### config.mk
export PLATFORM = sky130hd
export DESIGN_NAME = ctrl_input_cond
export DESIGN_NICKNAME = d
export VERILOG_FILES = /design/src/rtl/ctrl_input_cond.sv
export SDC_FILE = /design/constraint.sdc
export NUM_CORES = 1
export LEC_CHECK = 0
export BUFFER_PORTS_ARGS = -buffer_cell sky130_fd_sc_hd__buf_2
export CAP_MARGIN = 20
export CORE_MARGIN = 5
export CORE_UTILIZATION = 40
export DETAILED_ROUTE_END_ITERATION = 7
export GPL_TIMING_DRIVEN = 0
export PLACE_DENSITY = 0.61
export SLEW_MARGIN = 25
export SYNTH_ARGS = -nofsm -noshare
export SYNTH_HDL_FRONTEND = slang
export SYNTH_SLANG_ARGS = --single-unit
### constraint.sdc
create_clock -name clk27 -period 5 [get_ports clk27]
set_input_delay 1 -clock clk27 [delete_from_list [all_inputs] [get_ports clk27]]
set_output_delay 1 -clock clk27 [all_outputs]
set_load 0.01 [all_outputs]
### src/rtl/ctrl_input_cond.sv
// Input conditioning for asynchronous control pins: per-channel synchroniser,
// glitch-rejecting debounce, one-cycle edge pulses and a long-press hold flag.
module ctrl_input_cond #(
  parameter int                NUM_CH          = 4,
  parameter int                SYNC_STAGES     = 2,
  parameter int                DEBOUNCE_CYCLES = 270000,
  parameter int                HOLD_CYCLES     = 27000000,
  parameter logic [NUM_CH-1:0] RESET_VAL       = {NUM_CH{1'b0}},
  parameter logic [NUM_CH-1:0] DEB_EN          = {NUM_CH{1'b1}}
) (
  input  logic              clk27,
  input  logic              reset_n,
  input  logic [NUM_CH-1:0] din,
  output logic [NUM_CH-1:0] dout,
  output logic [NUM_CH-1:0] rise,
  output logic [NUM_CH-1:0] fall,
  output logic [NUM_CH-1:0] hold,
  output logic              any_edge
);

  localparam int DW = $clog2(DEBOUNCE_CYCLES + 1);
  localparam int HW = (HOLD_CYCLES > 0) ? $clog2(HOLD_CYCLES + 1) : 1;
  localparam logic [DW-1:0] DEB_LAST = DW'(DEBOUNCE_CYCLES - 1);
  localparam logic [HW-1:0] HOLD_MAX = HW'(HOLD_CYCLES);

  logic [SYNC_STAGES-1:0][NUM_CH-1:0] sync_q, sync_d;
  logic [NUM_CH-1:0][DW-1:0]          deb_cnt_q, deb_cnt_d;
  logic [NUM_CH-1:0][HW-1:0]          hold_cnt_q, hold_cnt_d;
  logic [NUM_CH-1:0]                  dout_q, dout_d;
  logic [NUM_CH-1:0]                  rise_q, rise_d;
  logic [NUM_CH-1:0]                  fall_q, fall_d;
  logic [NUM_CH-1:0]                  hold_q, hold_d;
  logic                               any_edge_q, any_edge_d;
  logic [NUM_CH-1:0]                  s;

  assign s = sync_q[SYNC_STAGES-1];

  always_comb begin
    sync_d     = {sync_q[SYNC_STAGES-2:0], din};
    dout_d     = dout_q;
    deb_cnt_d  = '0;
    hold_cnt_d = '0;
    hold_d     = '0;
    for (int i = 0; i < NUM_CH; i++) begin
      // A single cycle of agreement leaves the counter at zero, so a new
      // level needs an unbroken run of mismatches to be accepted.
      if (!DEB_EN[i]) begin
        dout_d[i] = s[i];
      end else if (s[i] != dout_q[i]) begin
        if (deb_cnt_q[i] == DEB_LAST) begin
          dout_d[i] = s[i];
        end else begin
          deb_cnt_d[i] = deb_cnt_q[i] + DW'(1);
        end
      end

      if ((HOLD_CYCLES == 0) || !dout_q[i] || !dout_d[i]) begin
        hold_cnt_d[i] = '0;
      end else if (hold_cnt_q[i] != HOLD_MAX) begin
        hold_cnt_d[i] = hold_cnt_q[i] + HW'(1);
      end else begin
        hold_cnt_d[i] = hold_cnt_q[i];
      end
      hold_d[i] = (HOLD_CYCLES != 0) && dout_d[i] && (hold_cnt_d[i] == HOLD_MAX);
    end
    rise_d     = dout_d & ~dout_q;
    fall_d     = ~dout_d & dout_q;
    any_edge_d = |(rise_d | fall_d);
  end

  // Reset loads dout with the same level as the synchroniser, so leaving
  // reset can never look like an edge.
  always_ff @(posedge clk27 or negedge reset_n) begin
    if (!reset_n) begin
      sync_q     <= {SYNC_STAGES{RESET_VAL}};
      dout_q     <= RESET_VAL;
      deb_cnt_q  <= '0;
      hold_cnt_q <= '0;
      rise_q     <= '0;
      fall_q     <= '0;
      hold_q     <= '0;
      any_edge_q <= 1'b0;
    end else begin
      sync_q     <= sync_d;
      dout_q     <= dout_d;
      deb_cnt_q  <= deb_cnt_d;
      hold_cnt_q <= hold_cnt_d;
      rise_q     <= rise_d;
      fall_q     <= fall_d;
      hold_q     <= hold_d;
      any_edge_q <= any_edge_d;
    end
  end

  assign dout     = dout_q;
  assign rise     = rise_q;
  assign fall     = fall_q;
  assign hold     = hold_q;
  assign any_edge = any_edge_q;

endmodule

==> results.py, run 1 <==
metrics = {
    "sta": {
        "worst_slack_ns": 0.868,
        "tightest_slew_ns": 1.02,
        "finalHoldViolations": 0,
        "setup_violations": 0,
        "max-slew-margin-rel_pct": 31.2,
        "fin_skew_ns": 0.0141,
        "finalMaxSlewViolations": 0,
        "finalCriticalPeriod_ns": 4.13,
        "fmax_mhz": 242,
        "final_min_period_over_clock_period_pct": 82.6,
        "rsz0062_at_grt": "false",
    },
    "layout": {
        "syn2layout_area_growth_pct": 13.5,
        "final_layout_size_suffix_gt1_share_pct": 7.97,
        "diodes": 0,
        "fillerInstances": 2450,
        "multi_input_comb_area_sq_um": 5270,
        "post-route-util_pct": 46.1,
        "layout.nets": 1169,
        "sequential_cell_area_sq_um": 5030,
    },
    "placement": {
        "dp_slack_ns": 0.824,
        "port_buffers": 22,
        "gp_congestion": 0.843,
        "place.detailed.hpwl_microns": 15300,
    },
    "floorplanning": {
        "start_util_pct": 40.6,
        "top_level_ports": 23,
        "core_area_sq_um": 26100,
        "dieArea_sq_um": 29800,
        "die_w_microns": 173,
        "placement_rows": 59,
        "dieHeight_microns": 173,
    },
    "clock_tree": {
        "post_cts_resized": 0,
        "cts.sink_count": 201,
        "postCtsHoldBufs": 0,
        "clock_tree.buffer_depth": 3,
        "clock_tree.htree_level_count": 1,
        "clk-insertion-delay-late_ns": 0.50,
        "clock-root-buffer": "sky130_fd_sc_hd__clkbuf_16",
        "numCtsBuffers": 24,
        "postCtsSetupRepairBufs": 0,
        "tritoncts_clock_tree": "yes",
        "path_clk_slew_ns": 0.06,
    },
    "synthesis": {
        "number_of_cells_produced_by_synthesis": 1088,
        "synth_enable_flop_cells": 0,
        "syn-mean-instance-area_sq_um": 9.73,
        "synth.yosys.seq_area_share_pct": 47.5,
        "yosys_most_used_dff": "sky130_fd_sc_hd__dfrtp_1",
        "async_flop_share_pct": 100,
        "netlist_area_sq_um": 10600,
        "synth.yosys.warnings": 0,
        "yosysTopAreaCellShare_pct": 47.5,
        "synth_area_leaders": "sky130_fd_sc_hd__dfrtp_1 48%, sky130_fd_sc_hd__xnor2_1 5.5%, sky130_fd_sc_hd__xor2_1 5.4%, sky130_fd_sc_hd__nor2_1 5.0%, sky130_fd_sc_hd__nand3_1 3.4%",
        "synth_nets": 1119,
        "synth_top_cell_by_area": "sky130_fd_sc_hd__dfrtp_1",
        "synth_unique_cells": 67,
        "postSynthRegisterBits": 201,
    },
    "power": {
        "leakagePower_nw": 4.93,
        "ir_drop_mv": 0.229,
        "powerDensity_nw_per_um2": 291,
    },
    "critical_path": {
        "reg2regPathDepth": 11,
        "cp_top_family": "simple AND/OR/NAND/NOR gates",
        "timing.critical_path.to_type": "flop",
        "worst_ep_arrival_time_ns": 4.53,
        "criticalPathCategory": "reg -> reg",
        "timing.critical_path.slowest_cell_delay_ns": 0.55,
        "critPathSlowestCell": "sky130_fd_sc_hd__or4_1",
        "crit-reg2reg-launch": "deb_cnt_q[51]",
        "worstReg2RegEnd": "hold[2]",
        "crit_path_start_kind": "flop",
        "critical_path_peak_fanout": 10,
        "crit_buf_inv": 2,
        "cp_data_required_time_ns": 5.40,
        "reg2reg_setup_slack_ns": 0.87,
        "crit_path_cell_trace": "nor4b_1 -> nand4_1 -> nor4_1 -> mux2i_1 -> inv_1 -> ha_1 -> clkbuf_1 -> and2_1 -> or4b_1 -> or4_1 -> nor4_2",
    },
    "grt": {
        "first_global_vias": 7810,
        "global_route.usage.total_pct": 14.5,
        "grt_pass1_wl_microns": 38200,
        "grt_start_max_net_pins": 91,
        "grt.overflow.total": 0,
        "antenna_found_initial": 0,
    },
    "worst_hold_path": {
        "hold_crit_endpoint": "s[1]",
        "min_delay_path_depth": 0,
        "hold_start": "sync_d[5]",
        "hold_path_class": "reg -> reg",
    },
    "route": {
        "post-route-drc-count": 0,
        "ant_nets": 0,
        "count_of_routing_violations_after_the_opening_detailed_route_iteration": 523,
        "detailedRoute.firstPassIterationCount": 5,
        "finalWirelength_microns": 21800,
        "via_count": 7889,
        "detail_route.wl_per_cell_microns": 14.6,
        "via_per_inst": 5.29,
    },
    "run": {
        "drv.max_cap_violation_count": 0,
    },
    "status": {
        "status": "complete, no violations",
    },
}
[routing by layer]
metal / vias up / wire [microns] / global-route usage (%) / part of all wire, %
li1: 3927 / - / - / -
met1: 3841 / 10400 / 20.4 / 48
met2: 96 / 10300 / 24.0 / 47
met3: 25 / 742 / 2.12 / 3.4
met4: 0 / 291 / 3.14 / 1.3
met5: - / 0 / 0 / 0
[registers in the layout (all words and copies together), names as in the netlist]
signal and count:
dout 4, hold 4, s 4, hold_cnt_q 100
deb_cnt_q 76, fall 4, rise 4, any_edge 1
sync_d 4
[Yosys cell counts (4+ instances only)]
| cell | n |
|---|---|
| sky130_fd_sc_hd__and4b_1 | 4 |
| sky130_fd_sc_hd__nor4_1 | 25 |
| sky130_fd_sc_hd__nor4b_1 | 10 |
| sky130_fd_sc_hd__clkbuf_1 | 25 |
| sky130_fd_sc_hd__or3_1 | 23 |
| sky130_fd_sc_hd__mux2i_1 | 17 |
| sky130_fd_sc_hd__nand4_1 | 44 |
| sky130_fd_sc_hd__nand4b_1 | 5 |
| sky130_fd_sc_hd__nor2_1 | 140 |
| sky130_fd_sc_hd__nand2_1 | 63 |
| sky130_fd_sc_hd__and4_1 | 12 |
| sky130_fd_sc_hd__and3_1 | 24 |
| sky130_fd_sc_hd__nand3_1 | 72 |
| sky130_fd_sc_hd__a21oi_1 | 30 |
| sky130_fd_sc_hd__nor3b_1 | 5 |
| sky130_fd_sc_hd__nor3_1 | 20 |
| sky130_fd_sc_hd__o21ai_0 | 26 |
| sky130_fd_sc_hd__nor4_2 | 5 |
| sky130_fd_sc_hd__inv_1 | 45 |
| sky130_fd_sc_hd__and2_1 | 35 |
| sky130_fd_sc_hd__ha_1 | 25 |
| sky130_fd_sc_hd__nand2b_1 | 13 |
| sky130_fd_sc_hd__xor2_1 | 65 |
| sky130_fd_sc_hd__dfrtp_1 | 201 |
| sky130_fd_sc_hd__nor2b_1 | 8 |
| sky130_fd_sc_hd__or4_1 | 10 |
| sky130_fd_sc_hd__xnor2_1 | 67 |
| sky130_fd_sc_hd__o21a_1 | 5 |
[worst max-delay path by stage]
stage | startpoint | to | slack, ns | cells past startpoint
after global routing | deb_cnt_q[38] | hold[2] | 0.66 | 12
after CTS | deb_cnt_q[38] | hold[2] | 0.80 | 12
final | deb_cnt_q[51] | hold[2] | 0.87 | 11
after floorplan | deb_cnt_q[38] | hold[2] | 1.65 | 12
after global placement | reset_n | hold_cnt_q[77] | -0.59 | 1
after detailed placement | deb_cnt_q[38] | hold[2] | 0.82 | 12
[power breakdown]
group	internal [W]	switching (W)
combinational	0.0000166	0.0000487
clock	0.00113	0.000654
sequential	0.00164	0.00000920
total	0.00278	0.000712
[area by class of cell]
| type | instances | area share (%) |
|---|---|---|
| repair buffers | 24 | 1.46 |
| flip-flops and latches | 201 | 41.9 |
| inverters | 46 | 1.44 |
| well taps | 335 | 3.49 |
| multi-input cells | 812 | 43.9 |
| clock buffers | 37 | 6.25 |
| clock inverters | 6 | 0.667 |
| plain buffers | 29 | 0.938 |
[per-stage QoR]
| step | power [W] | hold slack (ns) | setup TNS [ns] | cells | instance area [sq um] |
|---|---|---|---|---|---|
| detailed placement | 0.00175 | 0.337 | 0 | 1447 | 11200 |
| global route | 0.00363 | 0.354 | 0 | 1490 | 12000 |
| CTS | 0.00356 | 0.352 | 0 | 1490 | 12000 |
| floorplan | 0.00170 | 0.331 | 0 | 1088 | 10600 |
| finish | 0.00350 | 0.348 | 0 | 1490 | 12000 |
| global placement | 0.00174 | 0.334 | -113.08 | 1445 | 11100 |
[logic make-up (layout without fill, tap and decap cells)]
logic type                 count (synthesis)  in the layout  synth area share [%]
adders and majority gates                 25             25                  2.96
buffers and inverters                     75            142                  2.70
DFF                                      201            201                  47.5
xor gates and xnor gates                 132            132                  10.9
AOI/OAI and AO/OA                         92             92                  5.45
muxes                                     20             20                  1.93
and+or+nand+nor                          543            543                  28.5
[cells in the final DEF (no fill, tap or decap), drive strengths merged, types with 3 or more instances in the layout]
master	count
xnor2	67
nor2	140
inv	45
a21oi	30
clkbuf	63
nor3b	5
buf	27
mux2i	17
ha	25
xor2	65
nor2b	8
and2	36
clkinv	5
or4b	5
mux2	3
and3	25
o21a	5
nand2	64
and4b	4
o31ai	3
nor4	32
nor3	21
nand4b	5
o21ai	27
nand2b	13
nand3	74
and4	12
nor4bb	3
nor4b	10
nand4	47
dfrtp	201
or3	23
or4	11
[worst register-to-register path, delay by kind of cell, from the launching register on]
kind          cells  cell delay [ns]
fa+ha+maj         1             0.24
buf+inv           2             0.37
flops             1             0.41
mux               1             0.46
simple gates      7             2.56
Power figures use the tool's default switching activity.
==> run 2, diff against run 1 <==
--- a/config.mk
+++ b/config.mk
@@ -11,7 +11,7 @@
 export CORE_UTILIZATION = 40
 export DETAILED_ROUTE_END_ITERATION = 7
 export GPL_TIMING_DRIVEN = 0
-export PLACE_DENSITY = 0.61
+export PLACE_DENSITY = 0.63
 export SLEW_MARGIN = 25
 export SYNTH_ARGS = -nofsm -noshare
 export SYNTH_HDL_FRONTEND = slang
==> constraint.sdc (replaced) <==
create_clock -name clk27 -period 3.62 [get_ports clk27]
set_input_delay 0.724 -clock clk27 [delete_from_list [all_inputs] [get_ports clk27]]
set_output_delay 0.724 -clock clk27 [all_outputs]
set_load 0.01 [all_outputs]
==> results.py, run 2 (synthesis results as in run 1) <==
metrics = {
    "placement": {
        "gp_congestion": 0.858,
        "instance_area_after_placement_sq_um": 11200,
        "place.detailed.hpwl_microns": 15600,
        "post-place-cells": 1447,
        "port_buffers": 22,
    },
    "power": {
        "combinationalPowerShare_pct": 1.9,
        "power.switching_w": 0.00104,
        "pwr-share-clk_pct": 50.9,
        "power_share_of_the_sequential_group_pct": 47.2,
        "ir_drop_mv": 0.521,
        "power_report.internal_total_w": 0.00378,
        "leakagePower_nw": 5.01,
        "powerDensity_nw_per_um2": 397,
        "power_switching_share_pct": 21.6,
    },
    "floorplanning": {
        "die_w_microns": 173,
        "placement_rows": 59,
        "dieHeight_microns": 173,
        "top_level_ports": 23,
        "dieArea_sq_um": 29800,
        "core_area_sq_um": 26100,
        "start_util_pct": 40.6,
    },
    "layout": {
        "final_layout_size_suffix_gt1_share_pct": 9.98,
        "top_register": "hold_cnt_q",
        "layout.nets": 1176,
        "final_instance_count_without_filler_cells": 1497,
        "largest_register_ff_count": 100,
        "reg_top3": "hold_cnt_q (100), deb_cnt_q (76)",
        "diodes": 0,
        "syn2layout_area_growth_pct": 14.8,
        "layout_common_cells": "201 x sky130_fd_sc_hd__dfrtp_1, 140 x sky130_fd_sc_hd__nor2_1, 72 x sky130_fd_sc_hd__nand3_1",
        "fin_area_sq_um": 12100,
        "mostFrequentLayoutCell": "sky130_fd_sc_hd__dfrtp_1",
    },
    "critical_path": {
        "timing.critical_path.to_type": "flop",
        "timing.critical_path.slowest_cell_delay_ns": 0.53,
        "criticalPathCategory": "reg -> reg",
        "crit_path_cell_trace": "nor4b_2 -> nand4_1 -> nor4_4 -> mux2i_2 -> inv_2 -> ha_4 -> buf_8 -> and2_4 -> or4b_4 -> or4_4 -> nor4_4",
        "crit_path_start_kind": "flop",
        "crit_start": "deb_cnt_q[51]",
        "timing.critical_path.mode_cell": "sky130_fd_sc_hd__nor4_4",
        "critical_path_peak_fanout": 4,
        "critPathSlowestCell": "sky130_fd_sc_hd__or4b_4",
        "cp_data_required_time_ns": 4.04,
        "crit-reg2reg-launch": "deb_cnt_q[51]",
        "worst_ep_arrival_time_ns": 3.97,
        "reg2regPathDepth": 11,
        "endpoint": "hold[2]",
        "reg2reg_setup_slack_ns": 0.08,
        "worstReg2RegEnd": "hold[2]",
    },
    "grt": {
        "grt_start_max_net_pins": 74,
        "grt_pass1_wl_microns": 38900,
        "first_global_vias": 7724,
        "grt.overflow.total": 0,
        "global_route.usage.total_pct": 14.8,
        "antenna_found_initial": 0,
    },
    "route": {
        "ant_nets": 0,
        "detailedRoute.firstPassIterationCount": 5,
        "detail_route.wl_per_cell_microns": 15.1,
        "count_of_routing_violations_after_the_opening_detailed_route_iteration": 562,
        "via_count": 7961,
        "finalWirelength_microns": 22500,
        "via_per_inst": 5.32,
        "post-route-drc-count": 0,
    },
    "worst_hold_path": {
        "hold_path_class": "in -> async",
    },
    "sta": {
        "rsz0062_at_grt": "true",
        "tightest_slew_ns": 0.940,
        "max-slew-margin-rel_pct": 36.8,
        "timing.hold.ws_ns": 0.144,
        "finalHoldViolations": 0,
        "finalCriticalPeriod_ns": 3.54,
        "setup_total_negative_slack_ns": 0,
        "setup_violations": 0,
        "finalMaxSlewViolations": 0,
        "fin_skew_ns": 0.0153,
        "fmax_mhz": 282,
        "final_min_period_over_clock_period_pct": 97.9,
    },
    "clock_tree": {
        "numCtsBuffers": 25,
        "path_clk_slew_ns": 0.06,
        "cts.sink_count": 201,
        "postCtsHoldBufs": 0,
        "tritoncts_clock_tree": "yes",
        "clock-root-buffer": "sky130_fd_sc_hd__clkbuf_16",
        "clock_tree.htree_level_count": 1,
        "clock_tree.buffer_depth": 3,
        "clk-insertion-delay-late_ns": 0.52,
    },
    "run": {
        "drv.max_cap_violation_count": 0,
    },
    "status": {
        "status": "complete, no violations",
    },
}
## run 2: layout make-up
type	count	area (sq um)
plain buffers	28	123
clock buffers	34	699
clock inverters	10	115
fillers	2426	13900
inverters	46	173
multi-input cells	812	5360
flip-flops and latches	201	5030
well taps	335	419
repair buffers	31	228
## run 2: worst min-delay path by stage
stage	cells past startpoint	end	start	slack [ns]
2_1_floorplan	0	s[0]	sync_d[4]	0.33
3_3_place_gp	0	s[3]	sync_d[7]	0.33
3_5_place_dp	0	s[0]	sync_d[4]	0.33
4_1_cts	1	hold_cnt_q[76]	reset_n	0.16
5_1_grt	1	hold[3]	reset_n	0.18
6_report	1	hold_cnt_q[76]	reset_n	0.14
## run 2: through the flow
stage               util [%]  total power, W  worst slack [ns]
global placement        42.6         0.00240             -1.67
CTS                     46.2         0.00492            0.0103
finish                  46.6         0.00482            0.0767
detailed placement      42.9         0.00241            -0.539
global route            46.6         0.00503           -0.0824
floorplan                  -         0.00234             0.266
## run 2: worst max-delay path, delay by kind of cell, from the launching register on
family	cells	cell delay (ns)
DFF	1	0.41
adders and majority gates	1	0.18
buffers and inverters	2	0.21
muxes	1	0.33
and+or+nand+nor	7	2.32
## run 2: power by group through the flow
stage	registers [W]	clock network, W	logic [W]
after floorplan	0.00231	0	0.0000294
after global placement	0.00232	0	0.0000857
after detailed placement	0.00232	0	0.0000957
after CTS	0.00228	0.00254	0.0000957
after global routing	0.00228	0.00264	0.000108
final	0.00228	0.00246	0.0000897
## run 2: repair_timing
item / CTS / global route
setup buffers: 2 / 5
pin swaps: 3 / 6
resized for setup: 8 / 18
endpoints found under the setup margin: 1 / 13
## run 2: layer usage
layer,vias to the layer above,routed length [microns],GRT usage [%]
met3,25,900,2.36
met4,0,286,2.75
met2,122,10600,24.4
met5,-,0,0
li1,3943,-,-
met1,3871,10700,21.1
